[config.mk]
export PLATFORM = sky130hd
export DESIGN_NAME = peak_detector
export DESIGN_NICKNAME = d
export VERILOG_FILES = /design/src/rtl/package_settings.sv /design/src/rtl/peak_event_buf.sv /design/src/rtl/peak_detector.sv
export SDC_FILE = /design/constraint.sdc
export NUM_CORES = 1
export LEC_CHECK = 0
export CAP_MARGIN = 20
export CORE_UTILIZATION = 25
export DETAILED_ROUTE_END_ITERATION = 10
export PLACE_DENSITY = 0.43
export SLEW_MARGIN = 0
export SYNTH_ARGS = -nofsm -noshare
export SYNTH_HDL_FRONTEND = slang
export SYNTH_SLANG_ARGS = --single-unit
[constraint.sdc]
create_clock -name clk -period 3.05 [get_ports clk]
set_input_delay 0.61 -clock clk [delete_from_list [all_inputs] [get_ports clk]]
set_output_delay 0.61 -clock clk [all_outputs]
set_load 0.02 [all_outputs]
[src/rtl/package_settings.sv]
// Shared settings for the peak detector: sample width, timing-field defaults
// and the detector FSM state encoding.
package package_settings;

   localparam int SIZE_FILTER_DATA   = 16;
   localparam int SIZE_TIME_DEFAULT  = 16;
   localparam int SIZE_WIDTH_DEFAULT = 8;
   localparam int SIZE_DROP          = 8;

   typedef enum logic [1:0] {
      IDLE    = 2'd0,
      ARMED   = 2'd1,
      HOLDOFF = 2'd2
   } peak_state_t;

endpackage

[src/rtl/peak_event_buf.sv]
// One-deep event buffer with valid/ready handshake and saturating drop counter.
// Optional pile-up flag tracking is built only when PEAK_DETECTOR_PILEUP_EN is defined.
module peak_event_buf
   import package_settings::*;
#(
   parameter int SIZE_TIME  = SIZE_TIME_DEFAULT,
   parameter int SIZE_WIDTH = SIZE_WIDTH_DEFAULT
) (
   input  logic                               clk,
   input  logic                               reset,
   input  logic                               new_valid,
   input  logic signed [SIZE_FILTER_DATA-1:0] new_amp,
   input  logic        [SIZE_TIME-1:0]        new_time,
   input  logic        [SIZE_WIDTH-1:0]       new_width,
   input  logic                               pileup_hit,
   input  logic                               event_ready,
   output logic                               event_valid,
   output logic signed [SIZE_FILTER_DATA-1:0] peak_amp,
   output logic        [SIZE_TIME-1:0]        peak_time,
   output logic        [SIZE_WIDTH-1:0]       peak_width,
   output logic                               pileup,
   output logic        [SIZE_DROP-1:0]        drop_count
);

   logic transfer;
   logic accept;

   // A new event is taken when the slot is empty or is emptied in the same cycle.
   assign transfer = event_valid & event_ready;
   assign accept   = new_valid & (~event_valid | transfer);

   always_ff @(posedge clk or negedge reset) begin
      if (!reset) begin
         event_valid <= 1'b0;
         peak_amp    <= '0;
         peak_time   <= '0;
         peak_width  <= '0;
         drop_count  <= '0;
      end else begin
         if (accept) begin
            event_valid <= 1'b1;
            peak_amp    <= new_amp;
            peak_time   <= new_time;
            peak_width  <= new_width;
         end else if (transfer) begin
            event_valid <= 1'b0;
         end
         if (new_valid && !accept && (drop_count != '1)) begin
            drop_count <= drop_count + SIZE_DROP'(1);
         end
      end
   end

`ifdef PEAK_DETECTOR_PILEUP_EN
   logic held_latest;

   // A dropped event makes the held one stale, so later pile-ups no longer apply to it.
   always_ff @(posedge clk or negedge reset) begin
      if (!reset) begin
         held_latest <= 1'b0;
         pileup      <= 1'b0;
      end else if (accept) begin
         held_latest <= 1'b1;
         pileup      <= 1'b0;
      end else if (new_valid) begin
         held_latest <= 1'b0;
      end else if (pileup_hit && event_valid && held_latest && !transfer) begin
         pileup <= 1'b1;
      end
   end
`else
   logic unused_pileup_hit;

   assign unused_pileup_hit = pileup_hit;
   assign pileup            = 1'b0;
`endif

endmodule

[src/rtl/peak_detector.sv]
// Threshold-crossing peak detector: finds amplitude, time and width of each pulse.
// Define PEAK_DETECTOR_PILEUP_EN to flag crossings seen during the holdoff window.
module peak_detector
   import package_settings::*;
#(
   parameter int SIZE_TIME    = SIZE_TIME_DEFAULT,
   parameter int SIZE_WIDTH   = SIZE_WIDTH_DEFAULT,
   parameter int SIZE_HOLDOFF = 8
) (
   input  logic                               clk,
   input  logic                               reset,
   input  logic signed [SIZE_FILTER_DATA-1:0] filter_data,
   input  logic signed [SIZE_FILTER_DATA-1:0] threshold,
   input  logic        [SIZE_HOLDOFF-1:0]     holdoff,
   input  logic                               event_ready,
   output logic                               event_valid,
   output logic signed [SIZE_FILTER_DATA-1:0] peak_amp,
   output logic        [SIZE_TIME-1:0]        peak_time,
   output logic        [SIZE_WIDTH-1:0]       peak_width,
   output logic                               pileup,
   output logic        [SIZE_DROP-1:0]        drop_count
);

   peak_state_t state;
   peak_state_t state_next;

   logic signed [SIZE_FILTER_DATA-1:0] sample;
   logic signed [SIZE_FILTER_DATA-1:0] max_amp;
   logic signed [SIZE_FILTER_DATA-1:0] max_amp_next;
   logic        [SIZE_TIME-1:0]        timestamp;
   logic        [SIZE_TIME-1:0]        max_time;
   logic        [SIZE_TIME-1:0]        max_time_next;
   logic        [SIZE_WIDTH-1:0]       width;
   logic        [SIZE_WIDTH-1:0]       width_next;
   logic        [SIZE_HOLDOFF-1:0]     hold_cnt;
   logic        [SIZE_HOLDOFF-1:0]     hold_cnt_next;
   logic                               above;
   logic                               emit;
   logic                               pileup_hit;

   // Input is registered once; the timestamp free-runs and wraps naturally.
   always_ff @(posedge clk or negedge reset) begin
      if (!reset) begin
         sample    <= '0;
         timestamp <= '0;
      end else begin
         sample    <= filter_data;
         timestamp <= timestamp + SIZE_TIME'(1);
      end
   end

   assign above = sample > threshold;

   always_ff @(posedge clk or negedge reset) begin
      if (!reset) begin
         state    <= IDLE;
         max_amp  <= '0;
         max_time <= '0;
         width    <= '0;
         hold_cnt <= '0;
      end else begin
         state    <= state_next;
         max_amp  <= max_amp_next;
         max_time <= max_time_next;
         width    <= width_next;
         hold_cnt <= hold_cnt_next;
      end
   end

   // Strict greater-than on the maximum keeps the earliest sample of a plateau.
   always_comb begin
      state_next    = state;
      max_amp_next  = max_amp;
      max_time_next = max_time;
      width_next    = width;
      hold_cnt_next = hold_cnt;
      emit          = 1'b0;
      case (state)
         IDLE: begin
            if (above) begin
               state_next    = ARMED;
               max_amp_next  = sample;
               max_time_next = timestamp;
               width_next    = SIZE_WIDTH'(1);
            end
         end
         ARMED: begin
            if (above) begin
               if (width != '1) begin
                  width_next = width + SIZE_WIDTH'(1);
               end
               if (sample > max_amp) begin
                  max_amp_next  = sample;
                  max_time_next = timestamp;
               end
            end else begin
               emit          = 1'b1;
               state_next    = HOLDOFF;
               hold_cnt_next = holdoff;
            end
         end
         HOLDOFF: begin
            if (hold_cnt == '0) begin
               state_next = IDLE;
            end else begin
               hold_cnt_next = hold_cnt - SIZE_HOLDOFF'(1);
            end
         end
         default: begin
            state_next = IDLE;
         end
      endcase
   end

`ifdef PEAK_DETECTOR_PILEUP_EN
   assign pileup_hit = (state == HOLDOFF) & above;
`else
   assign pileup_hit = 1'b0;
`endif

   peak_event_buf #(
      .SIZE_TIME  (SIZE_TIME),
      .SIZE_WIDTH (SIZE_WIDTH)
   ) u_event_buf (
      .clk         (clk),
      .reset       (reset),
      .new_valid   (emit),
      .new_amp     (max_amp),
      .new_time    (max_time),
      .new_width   (width),
      .pileup_hit  (pileup_hit),
      .event_ready (event_ready),
      .event_valid (event_valid),
      .peak_amp    (peak_amp),
      .peak_time   (peak_time),
      .peak_width  (peak_width),
      .pileup      (pileup),
      .drop_count  (drop_count)
   );

endmodule

Yosys cells after proc, flatten, opt, wreduce, memory -nomap -nowiden. Cells that the tools add are included.

Register bits: 131. Output and inout bits: 50. Input port bits: 43. Word-level logic and storage cells: 68.

Bitwise gates (word level): 4. Add/sub/neg operators: 4. Order comparisons: 2. Reductions and logical operators: 12. Muxes and demuxes: 23. Equality and inequality tests: 11.

Operator list (count): 2-to-1 mux 16 bit (6); one-hot mux 16 bit (2 select lines) (2); 2-to-1 mux 8 bit (5); greater-than comparator 16 bit (2); one-hot mux 8 bit (2 select lines) (2); adder 16 x 1 -> 16 bit, second input constant (1); adder 8 x 1 -> 8 bit, second input constant (2); inequality test 8 bit, second input constant (2); inequality test 2 bit, second input constant (7); zero test 8 bit (1); AND reduction 4 bit (2); subtractor 8 x 1 -> 8 bit, second input constant (1); 2-to-1 mux 2 bit (3); one-hot mux 2 bit (3 select lines) (1); AND reduction 3 bit (2); nonzero test 2 bit (3); 2-to-1 mux 1 bit (4); AND 1 bit (2); equality test 2 x 1 -> 1 bit, second input constant (1); equality test 2 bit, second input constant (1); logical AND 1 bit (2); zero test 2 bit (1); zero test 1 bit (1); NOT 1 bit (1); OR 1 bit (1).

Longest topological paths before layout. Gate-level depths: netlist (run 1).

Depth in word-level cells: 7. Depth in mapped cells: 10. Depth with buffers taken out: 9.

By module. A second synthesis (run 1) with hierarchy kept.

Cell total of the unflattened synthesis: 503. Area total of the unflattened synthesis: 6208.5 um2.

By module, submodules not included: peak_detector (sequential area each 2052.0 um2, area each 4058.9 um2, cells an instance 371, instances 1); peak_event_buf (sequential area each 1226.2 um2, area each 2149.6 um2, cells an instance 132, instances 1).

Least setup slack after synthesis (run 1). Ideal clock, no wire load.

Path type: input-to-reg. Start: in threshold[1]. End: reg max_amp[0]. Buffers on the path: 1. Setup time: 0.125 ns. Data required time: 2.925 ns. Setup slack: 0.322 ns. Data arrival time: 2.603 ns. Stages on the path: 10. Cells stage by stage: inv_1 > ha_1 > nor2b_1 > o211ai_2 > a2111oi_2 > nor4_4 > mux2i_4 > a21oi_4 > buf_12 > mux2_4.

Cells in the longest elaborated chain, start to end: 3.

RTL lines: start, declared (RTL line peak_detector.sv:13) `input logic signed [SIZE_FILTER_DATA-1:0] threshold,`; greater-than comparator 16 bit (*) (RTL line peak_detector.sv:52) `assign above = sample > threshold;`; inequality test 2 bit (no line); AND reduction 4 bit (no line) (*); end signal, assigned (RTL line peak_detector.sv:63) `max_amp <= max_amp_next;`; end, declared (RTL line peak_detector.sv:28) `logic signed [SIZE_FILTER_DATA-1:0] max_amp;`.

Mark *: on every way between the ends. The rest lies on a longest branch, timed or not. A chain may end at the register's enable or synchronous reset.

Worst setup path after layout (run 1).
Start: in threshold[6]. End: reg u_event_buf.peak_time[15].

Cells in the longest elaborated chain, start to end: 4.

RTL lines: greater-than comparator 16 bit (RTL line peak_detector.sv:52); 2-to-1 mux 1 bit (RTL line peak_detector.sv:88) `if (above) begin`; 2-to-1 mux 1 bit (RTL line peak_detector.sv:78) `case (state)`; AND 1 bit (RTL line peak_event_buf.sv:30) `assign accept = new_valid & (~event_valid | transfer);`; end signal, assigned (RTL line peak_event_buf.sv:43) `peak_time <= new_time;`; end, declared (RTL line peak_event_buf.sv:19) `output logic [SIZE_TIME-1:0] peak_time,`.

Every way passes these cells.

==> key figures, run 1 <==
Route
  – Number of nets with antenna violations after routing: 0
  – Routed len/inst: ~15 um
  – Detail-routed via count per cell: about 4.4
  – Number of iterations in the first detailed-routing pass: 4
  – Post-Route WL: ~15000 um
  – Remaining DRCs: 0
  – Routed via count: 4218
  – Number of DRC markers in iteration 0: 150

Logic synthesis
  – Most used flip-flop cell after synthesis: sky130_fd_sc_hd__dfrtp_1
  – Post-Synthesis Mean Instance Area: about 12 sq um
  – Share of async-settable or async-resettable flops after synthesis: 100%
  – Area contributors post-synth: sky130_fd_sc_hd__dfrtp_1 (53%), sky130_fd_sc_hd__ha_1 (7.5%), sky130_fd_sc_hd__mux2_2 (7.4%)
  – Part of the Yosys area used for sequential elements: between 50% and 60%
  – Number of enable-type register cells in the synthesized netlist: 0
  – Post-Synthesis Net Count: 578
  – Area share of the largest cell type after synthesis: 52.8%
  – Area leader, netlist: sky130_fd_sc_hd__dfrtp_1
  – Post-synthesis instance area: around 6200 sq um
  – Number of instances in the synthesized netlist: between 400 and 500
  – Yosys warnings: 0
  – Flop and latch count out of synthesis: ~130
  – Yosys cell types: 54

Place
  – Final weighted congestion in routability-driven placement: between 0.7 and 0.8
  – Instance area at placement: 7640 sq um
  – IO Port Bufs: between 90 and 100
  – Sum of net half-perimeters after detailed placement: 9970 um
  – Cell count after placement: between 900 and 1000

STA
  – Hold Vio Cnt, Final: 0
  – RSZ-0062 raised after global routing: true
  – Worst clock skew: between 0.01 and 0.015 ns
  – Count of pins over their slew limit: 0
  – Maximum achievable frequency: roughly 330 MHz
  – Worst slew margin relative to its limit: between 40% and 50%
  – Post-route clock period utilization: between 90 and 100%
  – Tightest Pin Transition: approximately 0.80 ns
  – Setup violations, final: 0
  – Clock period minus worst slack: 3.01 ns

Power
  – Relative contribution of the clock network to total power: roughly 30%
  – Part of the total power dissipated in combinational logic: a little over a third
  – Internal power component: 0.00487 W
  – Sw Share: about a third
  – Part of the power in registers: between 30% and 40%
  – Net Sw Power: approximately 0.0023 W
  – Largest voltage drop on the vdd net: between 300 and 400 uV
  – Pwr per Cell Area: about 840 nW/um^2
  – Static Leakage: slightly below 4 nW

Floorplan
  – Number of top-level design ports: 93
  – Count of standard-cell rows: 57
  – Die area: between 20000 and 30000 sq um
  – Starting utilization of the core area: between 20% and 30%
  – Vertical extent of the die: approximately 160 um
  – Horizontal extent of the die: 160 um
  – Placeable core region: about 24000 sq um

Worst setup path
  – Cell type with the highest occurrence count on the critical path: sky130_fd_sc_hd__buf_4
  – Largest driver fanout on the critical path: 12
  – Critical path type: in2reg
  – Worst-path cell with the longest stage delay: sky130_fd_sc_hd__clkdlybuf4s50_1
  – Critical register-to-register path endpoint: max_time[13]$_DFFE_PN0P_
  – Crit path DAT: roughly 3.3 ns
  – Largest delay share family, worst path: buffers and inverters
  – Worst path max stage delay: roughly 0.46 ns
  – Worst flop-to-flop path startpoint: sample[1]$_DFF_PN0_
  – Crit-path cells: clkdlybuf4s50_1 -> inv_1 -> ha_1 -> nand4_1 -> buf_4 -> nor4_4 -> buf_4 -> nor2b_1 -> nor2_1 -> mux2i_1 -> nand2b_4 -> buf_12 -> buf_16 -> mux2_1
  – Req. time, crit path: 3.35 ns
  – Capturing element type of the critical path: register
  – Kind of launch point of the worst setup path: input pin
  – Worst reg2reg path depth: 11
  – Number of buffers and inverters on the critical path: 6
  – R2r setup slk: ~0.19 ns

CTS
  – Clock tree from TritonCTS: done
  – Clock input transition at the sequential cells of the worst setup and hold paths: 0.06 ns
  – Number of H-tree branching levels: 4
  – Clock Tree Root: sky130_fd_sc_hd__clkbuf_16
  – Worst skew pair latency: about 0.43 ns
  – Total clock sinks: roughly 130
  – Worst-case clock buffer depth: 2
  – Total clock buffers created by CTS: 17

Run status
  – Status: finished clean

Final layout
  – Antenna fix cells: 0
  – Most frequent standard cell in the layout excluding fill and tap cells: sky130_fd_sc_hd__dfrtp_1
  – Final standard cell utilization of the core: 35.3%
  – Post-layout instance area: between 8000 and 9000 sq um
  – Final standard cell count with taps included and fillers excluded: 968
  – Area growth from synthesis to final layout: 38.2%
  – Layout cell share with drive strength beyond 1: around 24%
  – Highest-count cells in the layout ignoring fill and taps: sky130_fd_sc_hd__dfrtp_1 (131), sky130_fd_sc_hd__clkdlybuf4s50_1 (89), sky130_fd_sc_hd__mux2_2 (41)
  – Final Net Count: around 710

Global route
  – Number of antenna violations at the first check in global routing: 0
  – Wire length of the first global-routing pass: approximately 24000 um
  – Total Routing Usage GR: 12.1%
  – Remaining global-route overflow: 0
  – Number of global-route vias before repair: around 4500
  – Pin count of the biggest net entering global routing: 64

Hold path
  – Worst min-delay path category: in2async

Run
  – Max Cap Violations: 0
## per-layer routing
metal  share of wire, %  track usage, %  vias up
met2                 47            19.0       87
li1                   -               -     2021
met4                1.7            4.59        0
met1                 47            15.8     2089
met3                4.1            3.23       21
met5                  0               0        -
## kinds of logic (layout without fill, tap and decap cells)
kind of cell	Yosys count	after routing	share of synthesized area [%]
flip-flops	131	131	52.8
XOR/XNOR	20	20	2.82
AND/OR/NAND/NOR	114	114	9.77
multiplexers	79	79	16.2
buffers and inverters	52	198	4.11
other	1	1	0.0604
adder cells (fa/ha/maj)	37	37	7.46
AO/OA/AOI/OAI	64	64	6.75
## Yosys cell counts (all sizes together) (5+ instances only)
cell / instances
a21oi: 21
a22oi: 5
and3: 7
buf: 10
dfrtp: 131
ha: 37
inv: 40
mux2: 74
mux2i: 5
nand2: 22
nand2b: 10
nand3: 14
nand4: 11
nor2: 23
nor2b: 7
nor3: 5
nor4: 6
o21ai: 16
xnor2: 11
xor2: 9
## area by class of cell
class / count / area (sq um)
Clock inverter: 15 / 195
Inverter: 40 / 150
Clock buffer: 17 / 425
Tap cell: 324 / 405
Multi-Input combinational cell: 315 / 2780
Fill cell: 2410 / 15700
Sequential cell: 131 / 3280
Timing Repair Buffer: 126 / 1340
## registers in the layout, indices dropped and copies added (netlist names)
register                 count
u_event_buf.peak_time       16
u_event_buf.peak_width       8
max_time                    16
width                        8
u_event_buf.peak_amp        16
u_event_buf.drop_count       8
max_amp                     16
state                        2
hold_cnt                     8
sample                      16
timestamp                   16
u_event_buf.event_valid      1
## power by group through the flow
stage,Sequential [W],Clock (W),Combinational (W)
after floorplan,0.00265,0,0.00137
after global placement,0.00252,0,0.00232
after detailed placement,0.00253,0,0.00235
after CTS,0.00250,0.00223,0.00243
after global routing,0.00256,0.00230,0.00279
final,0.00250,0.00216,0.00255
## per-stage QoR
step | power, W | TNS, ns | setup slack (ns) | hold WS, ns
5_1_grt | 0.00766 | -0.971 | -0.0463 | 0.326
4_1_cts | 0.00717 | 0 | 0.00275 | 0.297
6_report | 0.00720 | 0 | 0.0373 | 0.253
2_1_floorplan | 0.00401 | 0 | 0.322 | 0.314
3_5_place_dp | 0.00488 | -42.91 | -0.516 | 0.476
3_3_place_gp | 0.00484 | -42.36 | -0.505 | 0.466
## what timing repair did
item,4_1_cts,5_1_grt
setup buffers,6,4
hold buffers,0,0
gates cloned,1,2
resized for setup,7,16
setup endpoints to repair,75,86
pin swaps,3,7
## worst register-to-register path, cell delays in order (launching register included)
cell	delay, ns
sky130_fd_sc_hd__dfrtp_1	0.44
sky130_fd_sc_hd__ha_1	0.33
sky130_fd_sc_hd__nor2b_1	0.14
sky130_fd_sc_hd__o211ai_2	0.22
sky130_fd_sc_hd__a2111oi_4	0.11
sky130_fd_sc_hd__nor4_4	0.38
sky130_fd_sc_hd__buf_4	0.21
sky130_fd_sc_hd__mux2i_4	0.26
sky130_fd_sc_hd__a21oi_4	0.06
sky130_fd_sc_hd__buf_12	0.16
sky130_fd_sc_hd__clkbuf_16	0.16
sky130_fd_sc_hd__mux2_4	0.29
## how the worst max path moves through the flow
stage / start / to / cells after the start
after floorplan: threshold[1] / max_amp[0]$_DFFE_PN0P_ / 10
after global placement: threshold[15] / max_amp[1]$_DFFE_PN0P_ / 12
after detailed placement: threshold[15] / u_event_buf.peak_time[15]$_DFFE_PN0P_ / 12
after CTS: threshold[1] / u_event_buf.peak_amp[14]$_DFFE_PN0P_ / 11
after global routing: threshold[6] / u_event_buf.peak_time[15]$_DFFE_PN0P_ / 14
final: threshold[6] / u_event_buf.peak_time[15]$_DFFE_PN0P_ / 14
Power figures use the tool's default switching activity.
==> run 2, diff against run 1 <==
--- a/config.mk
+++ b/config.mk
@@ -6,6 +6,7 @@
 export NUM_CORES = 1
 export LEC_CHECK = 0
 export CAP_MARGIN = 20
+export CORE_MARGIN = 4
 export CORE_UTILIZATION = 25
 export DETAILED_ROUTE_END_ITERATION = 10
 export PLACE_DENSITY = 0.43
==> key figures, run 2 (synthesis results as in run 1) <==
CTS
  – Clock Tree Root: sky130_fd_sc_hd__clkbuf_16
  – Total clock sinks: 131 (unchanged)
  – Worst skew pair latency: 0.42 ns (about the same)
  – Clock tree from TritonCTS: done
  – Total clock buffers created by CTS: 17 (unchanged)
  – Worst-case clock buffer depth: 2 (unchanged)
  – Clock input transition at the sequential cells of the worst setup and hold paths: 0.06 ns (about the same)
  – Number of H-tree branching levels: 4 (unchanged)

Power
  – Overall power after layout: 0.00705 W (-2.1%)
  – Static Leakage: 3.88 nW (-2.2%)
  – Largest voltage drop on the vdd net: 336 uV (-0.70%)
  – Pwr per Cell Area: 835 nW/um^2 (-0.56%)

Place
  – Cell count after placement: 921 (-0.22%)
  – Final weighted congestion in routability-driven placement: 0.814 (+3.0%)
  – Sum of net half-perimeters after detailed placement: 10100 um (+1.1%)
  – IO Port Bufs: 91 (unchanged)
  – Worst slack after detailed placement: -0.494 ns (+0.0221 ns)

STA
  – Tightest Pin Transition: 0.787 ns (-0.0109 ns)
  – Post-route setup slack: 0.0650 ns (+0.0277 ns)
  – Worst slew margin relative to its limit: 47.5% (+0.73 points)
  – Count of pins over their slew limit: 0 (unchanged)
  – Summed negative setup slack over all endpoints: 0 ns (unchanged)
  – Maximum achievable frequency: 335 MHz (+0.93%)
  – Worst clock skew: 0.0115 ns (-0.00142 ns)
  – Hold Vio Cnt, Final: 0 (unchanged)
  – Setup violations, final: 0 (unchanged)
  – Clock period minus worst slack: 2.99 ns (-0.0277 ns)
  – Post-route clock period utilization: 97.9% (-0.91 points)

Global route
  – Number of global-route vias before repair: 4511 (+0.27%)
  – Wire length of the first global-routing pass: 24200 um (+0.83%)
  – Number of antenna violations at the first check in global routing: 0 (unchanged)
  – Remaining global-route overflow: 0 (unchanged)
  – Total Routing Usage GR: 10.8% (-1.2 points)
  – Pin count of the biggest net entering global routing: 58 (-9.4%)

Final layout
  – Area growth from synthesis to final layout: 36.0%
  – Fill cell instance count of the final layout: 2444 (+1.4%)
  – Antenna fix cells: 0 (unchanged)
  – Combined area of the multi-input logic cells: 2750 sq um (-1.1%)
  – Final standard cell count with taps included and fillers excluded: 964 (-0.41%)
  – Most frequent standard cell in the layout excluding fill and tap cells: sky130_fd_sc_hd__dfrtp_1
  – Layout cell share with drive strength beyond 1: 22.8% (-1.4 points)
  – Final Net Count: 707 (-0.56%)
  – Highest-count cells in the layout ignoring fill and taps: sky130_fd_sc_hd__dfrtp_1 (131), sky130_fd_sc_hd__clkdlybuf4s50_1 (90), sky130_fd_sc_hd__mux2_2 (41)
  – Reg area: 3280 sq um (unchanged)

Worst setup path
  – Crit-path cells: clkdlybuf4s50_1 -> inv_1 -> ha_4 -> nand4_1 -> buf_6 -> a2111oi_4 -> nor4_4 -> buf_6 -> mux2i_4 -> a21oi_4 -> buf_4 -> clkbuf_16 -> mux2_4
  – Worst reg2reg path depth: 10 (-1)
  – Cell type with the highest occurrence count on the critical path: sky130_fd_sc_hd__buf_6
  – Worst path max stage delay: 0.48 ns (+0.02 ns)
  – Kind of launch point of the worst setup path: input pin
  – Critical register-to-register path endpoint: max_amp[14]$_DFFE_PN0P_
  – Worst flop-to-flop path startpoint: sample[15]$_DFF_PN0_
  – Largest driver fanout on the critical path: 6 (-6)
  – Worst-path cell with the longest stage delay: sky130_fd_sc_hd__clkdlybuf4s50_1
  – Req. time, crit path: 3.35 ns (about the same)
  – Crit path DAT: 3.28 ns (-0.04 ns)
  – R2r setup slk: 0.12 ns (-0.07 ns)
  – Critical path type: in2reg
  – Capturing element type of the critical path: register

Route
  – Post-Route WL: 15400 um (+5.9%)
  – Routed via count: 4171 (-1.1%)
  – Number of iterations in the first detailed-routing pass: 4 (unchanged)
  – Remaining DRCs: 0 (unchanged)
  – Routed len/inst: 16.0 um (+6.4%)
  – Number of nets with antenna violations after routing: 0 (unchanged)
  – Detail-routed via count per cell: 4.33 (-0.70%)
  – Number of DRC markers in iteration 0: 200 (+33%)

Floorplan
  – Horizontal extent of the die: 166 um (+3.8%)
  – Vertical extent of the die: 166 um (+3.8%)
  – Count of standard-cell rows: 57 (unchanged)
  – Placeable core region: 24400 sq um (+0.29%)
  – Starting utilization of the core area: 25.5% (-0.075 points)
  – Number of top-level design ports: 93 (unchanged)
  – Die area: 27400 sq um (+7.7%)

Run status
  – Status: finished clean

Run
  – Max Cap Violations: 0 (unchanged)

Hold path
  – Worst min-delay path category: in2async
-- run 2: cell types whose count changed in the layout (fill, tap and decap cells not counted), moves of 4 or more --
| cell | delta |
|---|---|
| sky130_fd_sc_hd__buf_12 | -4 |
| sky130_fd_sc_hd__buf_6 | +4 |
| sky130_fd_sc_hd__buf_4 | -5 |
| sky130_fd_sc_hd__clkinvlp_4 | +4 |
-- run 2: worst max path at each step --
stage                   from                               endpoint  slack (ns)  cells past startpoint
3_3_place_gp   threshold[15]                 max_amp[7]$_DFFE_PN0P_       -0.55                     12
2_1_floorplan   threshold[1]                 max_amp[0]$_DFFE_PN0P_        0.32                     10
5_1_grt         threshold[1]  u_event_buf.peak_width[6]$_DFFE_PN0P_       -0.01                     12
3_5_place_dp   threshold[15]                max_amp[10]$_DFFE_PN0P_       -0.49                     12
4_1_cts        threshold[11]                 max_amp[8]$_DFFE_PN0P_        0.02                     12
6_report       threshold[14]                max_amp[14]$_DFFE_PN0P_        0.06                     13
-- run 2: per-layer routing --
metal / global-route usage [%] / part of all wire, % / vias up
met1: 14.9 / 49 / 2058
met2: 16.7 / 45 / 85
met5: 0 / 0 / -
met3: 3.31 / 4.1 / 12
li1: - / - / 2016
met4: 2.91 / 1.0 / 0
-- run 2: metrics by stage --
step                cell area, sq um  utilization [%]  hold slack (ns)
detailed placement              7610             31.2            0.478
floorplan                       6210                -            0.314
CTS                             8220             33.7            0.153
finish                          8450             34.6            0.149
global placement                7610             31.2            0.455
global route                    8450             34.6            0.184
-- run 2: where the power goes --
part	switching [W]	total [W]	internal, W	leakage [nW]
clock network	0.000827	0.00198	0.00115	0.263
logic	0.00120	0.00257	0.00137	1.97
registers	0.000340	0.00250	0.00216	1.64
-- run 2: area by class of cell --
| type | instances | share of cell area, % |
|---|---|---|
| Sequential cell | 131 | 38.8 |
| Multi-Input combinational cell | 315 | 32.6 |
| Timing Repair Buffer | 122 | 15.3 |
| Clock buffer | 19 | 5.24 |
| Tap cell | 324 | 4.80 |
| Inverter | 40 | 1.78 |
| Clock inverter | 13 | 1.48 |
-- run 2: what timing repair did --
item	CTS	global route
hold endpoints to repair	0	0
gates cloned	0	6
pin swaps	2	7
setup endpoints to repair	74	78
resized for setup	3	14
setup buffers	2	3
hold buffers	0	0
-- run 2: critical path, delay by kind of cell --
family / cells / cell delay (ns)
simple gates: 2 / 0.19
fa+ha+maj: 1 / 0.27
buf+inv: 6 / 1.19
mux: 2 / 0.50
compound gates: 2 / 0.52
==> run 3, diff against run 2 <==
--- a/config.mk
+++ b/config.mk
@@ -9,6 +9,7 @@
 export CORE_MARGIN = 4
 export CORE_UTILIZATION = 25
 export DETAILED_ROUTE_END_ITERATION = 10
+export GPL_TIMING_DRIVEN = 0
 export PLACE_DENSITY = 0.43
 export SLEW_MARGIN = 0
 export SYNTH_ARGS = -nofsm -noshare
==> key figures, run 3 (synthesis results as in run 1) <==
Run status
  – Status: finished clean

Route
  – Routed via count: 4170 (-0.024%)
  – Remaining DRCs: 0 (unchanged)
  – Number of DRC markers in iteration 0: 167 (-17%)
  – Routed len/inst: 15.2 um (-4.8%)
  – Post-Route WL: 14600 um (-5.4%)
  – Number of iterations in the first detailed-routing pass: 4 (unchanged)
  – Detail-routed via count per cell: 4.35 (+0.60%)
  – Number of nets with antenna violations after routing: 0 (unchanged)

Final layout
  – Antenna fix cells: 0 (unchanged)
  – Area growth from synthesis to final layout: 36.2%
  – Fill cell instance count of the final layout: 2412 (-1.3%)
  – Final Net Count: 701 (-0.85%)
  – Highest-count cells in the layout ignoring fill and taps: sky130_fd_sc_hd__dfrtp_1 (131), sky130_fd_sc_hd__clkdlybuf4s50_1 (86), sky130_fd_sc_hd__mux2_2 (41)
  – Combined area of the multi-input logic cells: 2790 sq um (+1.4%)
  – Post-layout instance area: 8460 sq um (+0.15%)
  – Layout cell share with drive strength beyond 1: 22.7% (-0.10 points)
  – Reg area: 3280 sq um (unchanged)
  – Most frequent standard cell in the layout excluding fill and tap cells: sky130_fd_sc_hd__dfrtp_1

Floorplan
  – Count of standard-cell rows: 57 (unchanged)
  – Die area: 27400 sq um (unchanged)
  – Placeable core region: 24400 sq um (unchanged)
  – Horizontal extent of the die: 166 um (unchanged)
  – Number of top-level design ports: 93 (unchanged)
  – Vertical extent of the die: 166 um (unchanged)
  – Starting utilization of the core area: 25.5% (unchanged)

Worst setup path
  – Req. time, crit path: 3.34 ns (about the same)
  – Kind of launch point of the worst setup path: input pin
  – Largest driver fanout on the critical path: 8 (+2)
  – Stages on the worst setup path: 13 (unchanged)
  – Critical path type: in2reg
  – Worst reg2reg path depth: 10 (unchanged)
  – Capturing element type of the critical path: register
  – Crit path DAT: 3.28 ns (about the same)
  – Number of buffers and inverters on the critical path: 6 (unchanged)
  – Worst path max stage delay: 0.45 ns (-0.03 ns)
  – Worst-path cell with the longest stage delay: sky130_fd_sc_hd__clkdlybuf4s50_1
  – Largest delay share family, worst path: buffers and inverters
  – Crit-path cells: clkdlybuf4s50_1 -> inv_1 -> ha_1 -> nand4_1 -> buf_6 -> a2111oi_4 -> nor4_4 -> buf_4 -> mux2i_4 -> a21oi_4 -> buf_12 -> clkbuf_16 -> mux2_4

Power
  – Sw Share: 33.6% (+0.044 points)
  – Internal power component: 0.00469 W (+0.15%)
  – Pwr per Cell Area: 835 nW/um^2 (about the same)
  – Part of the power in registers: 35.2% (-0.3 points)
  – Static Leakage: 3.90 nW (+0.57%)
  – Net Sw Power: 0.00237 W (+0.34%)
  – Relative contribution of the clock network to total power: 29.1% (+1.0 points)
  – Part of the total power dissipated in combinational logic: 35.8% (-0.6 points)
  – Largest voltage drop on the vdd net: 393 uV (+17%)

Global route
  – Number of global-route vias before repair: 4552 (+0.91%)
  – Total Routing Usage GR: 10.8% (-0.028 points)
  – Number of antenna violations at the first check in global routing: 0 (unchanged)
  – Wire length of the first global-routing pass: 24100 um (-0.37%)
  – Pin count of the biggest net entering global routing: 82 (+41%)
  – Remaining global-route overflow: 0 (unchanged)

CTS
  – Worst skew pair latency: 0.42 ns (about the same)
  – Clock Tree Root: sky130_fd_sc_hd__clkbuf_16
  – Worst-case clock buffer depth: 2 (unchanged)
  – Clock tree from TritonCTS: done
  – Total clock buffers created by CTS: 17 (unchanged)
  – Total clock sinks: 131 (unchanged)
  – Number of H-tree branching levels: 4 (unchanged)
  – Clock input transition at the sequential cells of the worst setup and hold paths: 0.07 ns (about the same)

Place
  – Worst slack after detailed placement: -0.894 ns (-0.400 ns)
  – Instance area at placement: 7550 sq um (-0.76%)
  – Final weighted congestion in routability-driven placement: 0.777 (-4.5%)
  – Sum of net half-perimeters after detailed placement: 10200 um (+0.84%)
  – IO Port Bufs: 91 (unchanged)

STA
  – Post-route setup slack: 0.0678 ns (+0.00281 ns)
  – RSZ-0062 raised after global routing: true
  – Worst clock skew: 0.0147 ns (+0.00324 ns)
  – Maximum achievable frequency: 335 MHz (about the same)
  – Clock period minus worst slack: 2.98 ns (-0.00281 ns)
  – Tightest Pin Transition: 0.520 ns (-0.267 ns)
  – Setup violations, final: 0 (unchanged)
  – Final hold slack: 0.133 ns (-0.0161 ns)
  – Count of pins over their slew limit: 0 (unchanged)
  – Hold Vio Cnt, Final: 0 (unchanged)
  – Post-route clock period utilization: 97.8% (about the same)
  – Worst slew margin relative to its limit: 65.3% (+18 points)

Run
  – Max Cap Violations: 0 (unchanged)

Hold path
  – Worst min-delay path category: in2async
==> run 3: metrics by stage <==
stage / setup TNS (ns) / util [%] / power (W) / std cells
after CTS: 0 / 33.9 / 0.00705 / 953
final: 0 / 34.7 / 0.00707 / 958
after global routing: -0.176 / 34.7 / 0.00751 / 958
after floorplan: 0 / - / 0.00401 / 498
after detailed placement: -79.76 / 31.0 / 0.00486 / 914
after global placement: -618.65 / 30.9 / 0.00482 / 913
==> run 3: layout make-up <==
class / count / share of cell area, %
Tap cell: 324 / 4.79
Clock inverter: 15 / 1.89
Buffer: 12 / 1.57
Timing Repair Buffer: 104 / 13.2
Inverter: 40 / 1.77
Sequential cell: 131 / 38.8
Clock buffer: 17 / 5.03
Multi-Input combinational cell: 315 / 33.0
==> run 3: power groups by stage <==
stage	clock network, W	logic (W)	registers, W
floorplan	0	0.00137	0.00265
CTS	0.00212	0.00244	0.00249
finish	0.00205	0.00253	0.00248
global route	0.00220	0.00277	0.00255
detailed placement	0	0.00235	0.00252
global placement	0	0.00231	0.00251
==> run 3: final timing paths <==
kind,start,endpoint,slack [ns]
min,reset,sample[5]$_DFF_PN0_,0.13
max,threshold[7],max_amp[11]$_DFFE_PN0P_,0.07
max in group asynchronous,reset,max_time[15]$_DFFE_PN0P_,2.13
max reg2reg,sample[15]$_DFF_PN0_,max_amp[11]$_DFFE_PN0P_,0.25
min in group clk,timestamp[15]$_DFF_PN0_,timestamp[15]$_DFF_PN0_,0.47
min reg2reg,timestamp[15]$_DFF_PN0_,timestamp[15]$_DFF_PN0_,0.47
==> run 3: what timing repair did <==
action / 4_1_cts / 5_1_grt
setup endpoints to repair: 98 / 86
cloned: 0 / 3
buffers inserted: 7 / 2
gates resized for setup: 16 / 17
pin swaps: 6 / 5
hold buffers: 0 / 0
==> run 3: per-layer routing <==
layer | global-route usage, % | vias to the layer above | share of wire, %
met5 | 0 | - | 0
met4 | 3.44 | 0 | 0.87
met3 | 2.84 | 9 | 3.8
met2 | 17.3 | 82 | 47
met1 | 14.4 | 2081 | 48
li1 | - | 1998 | -
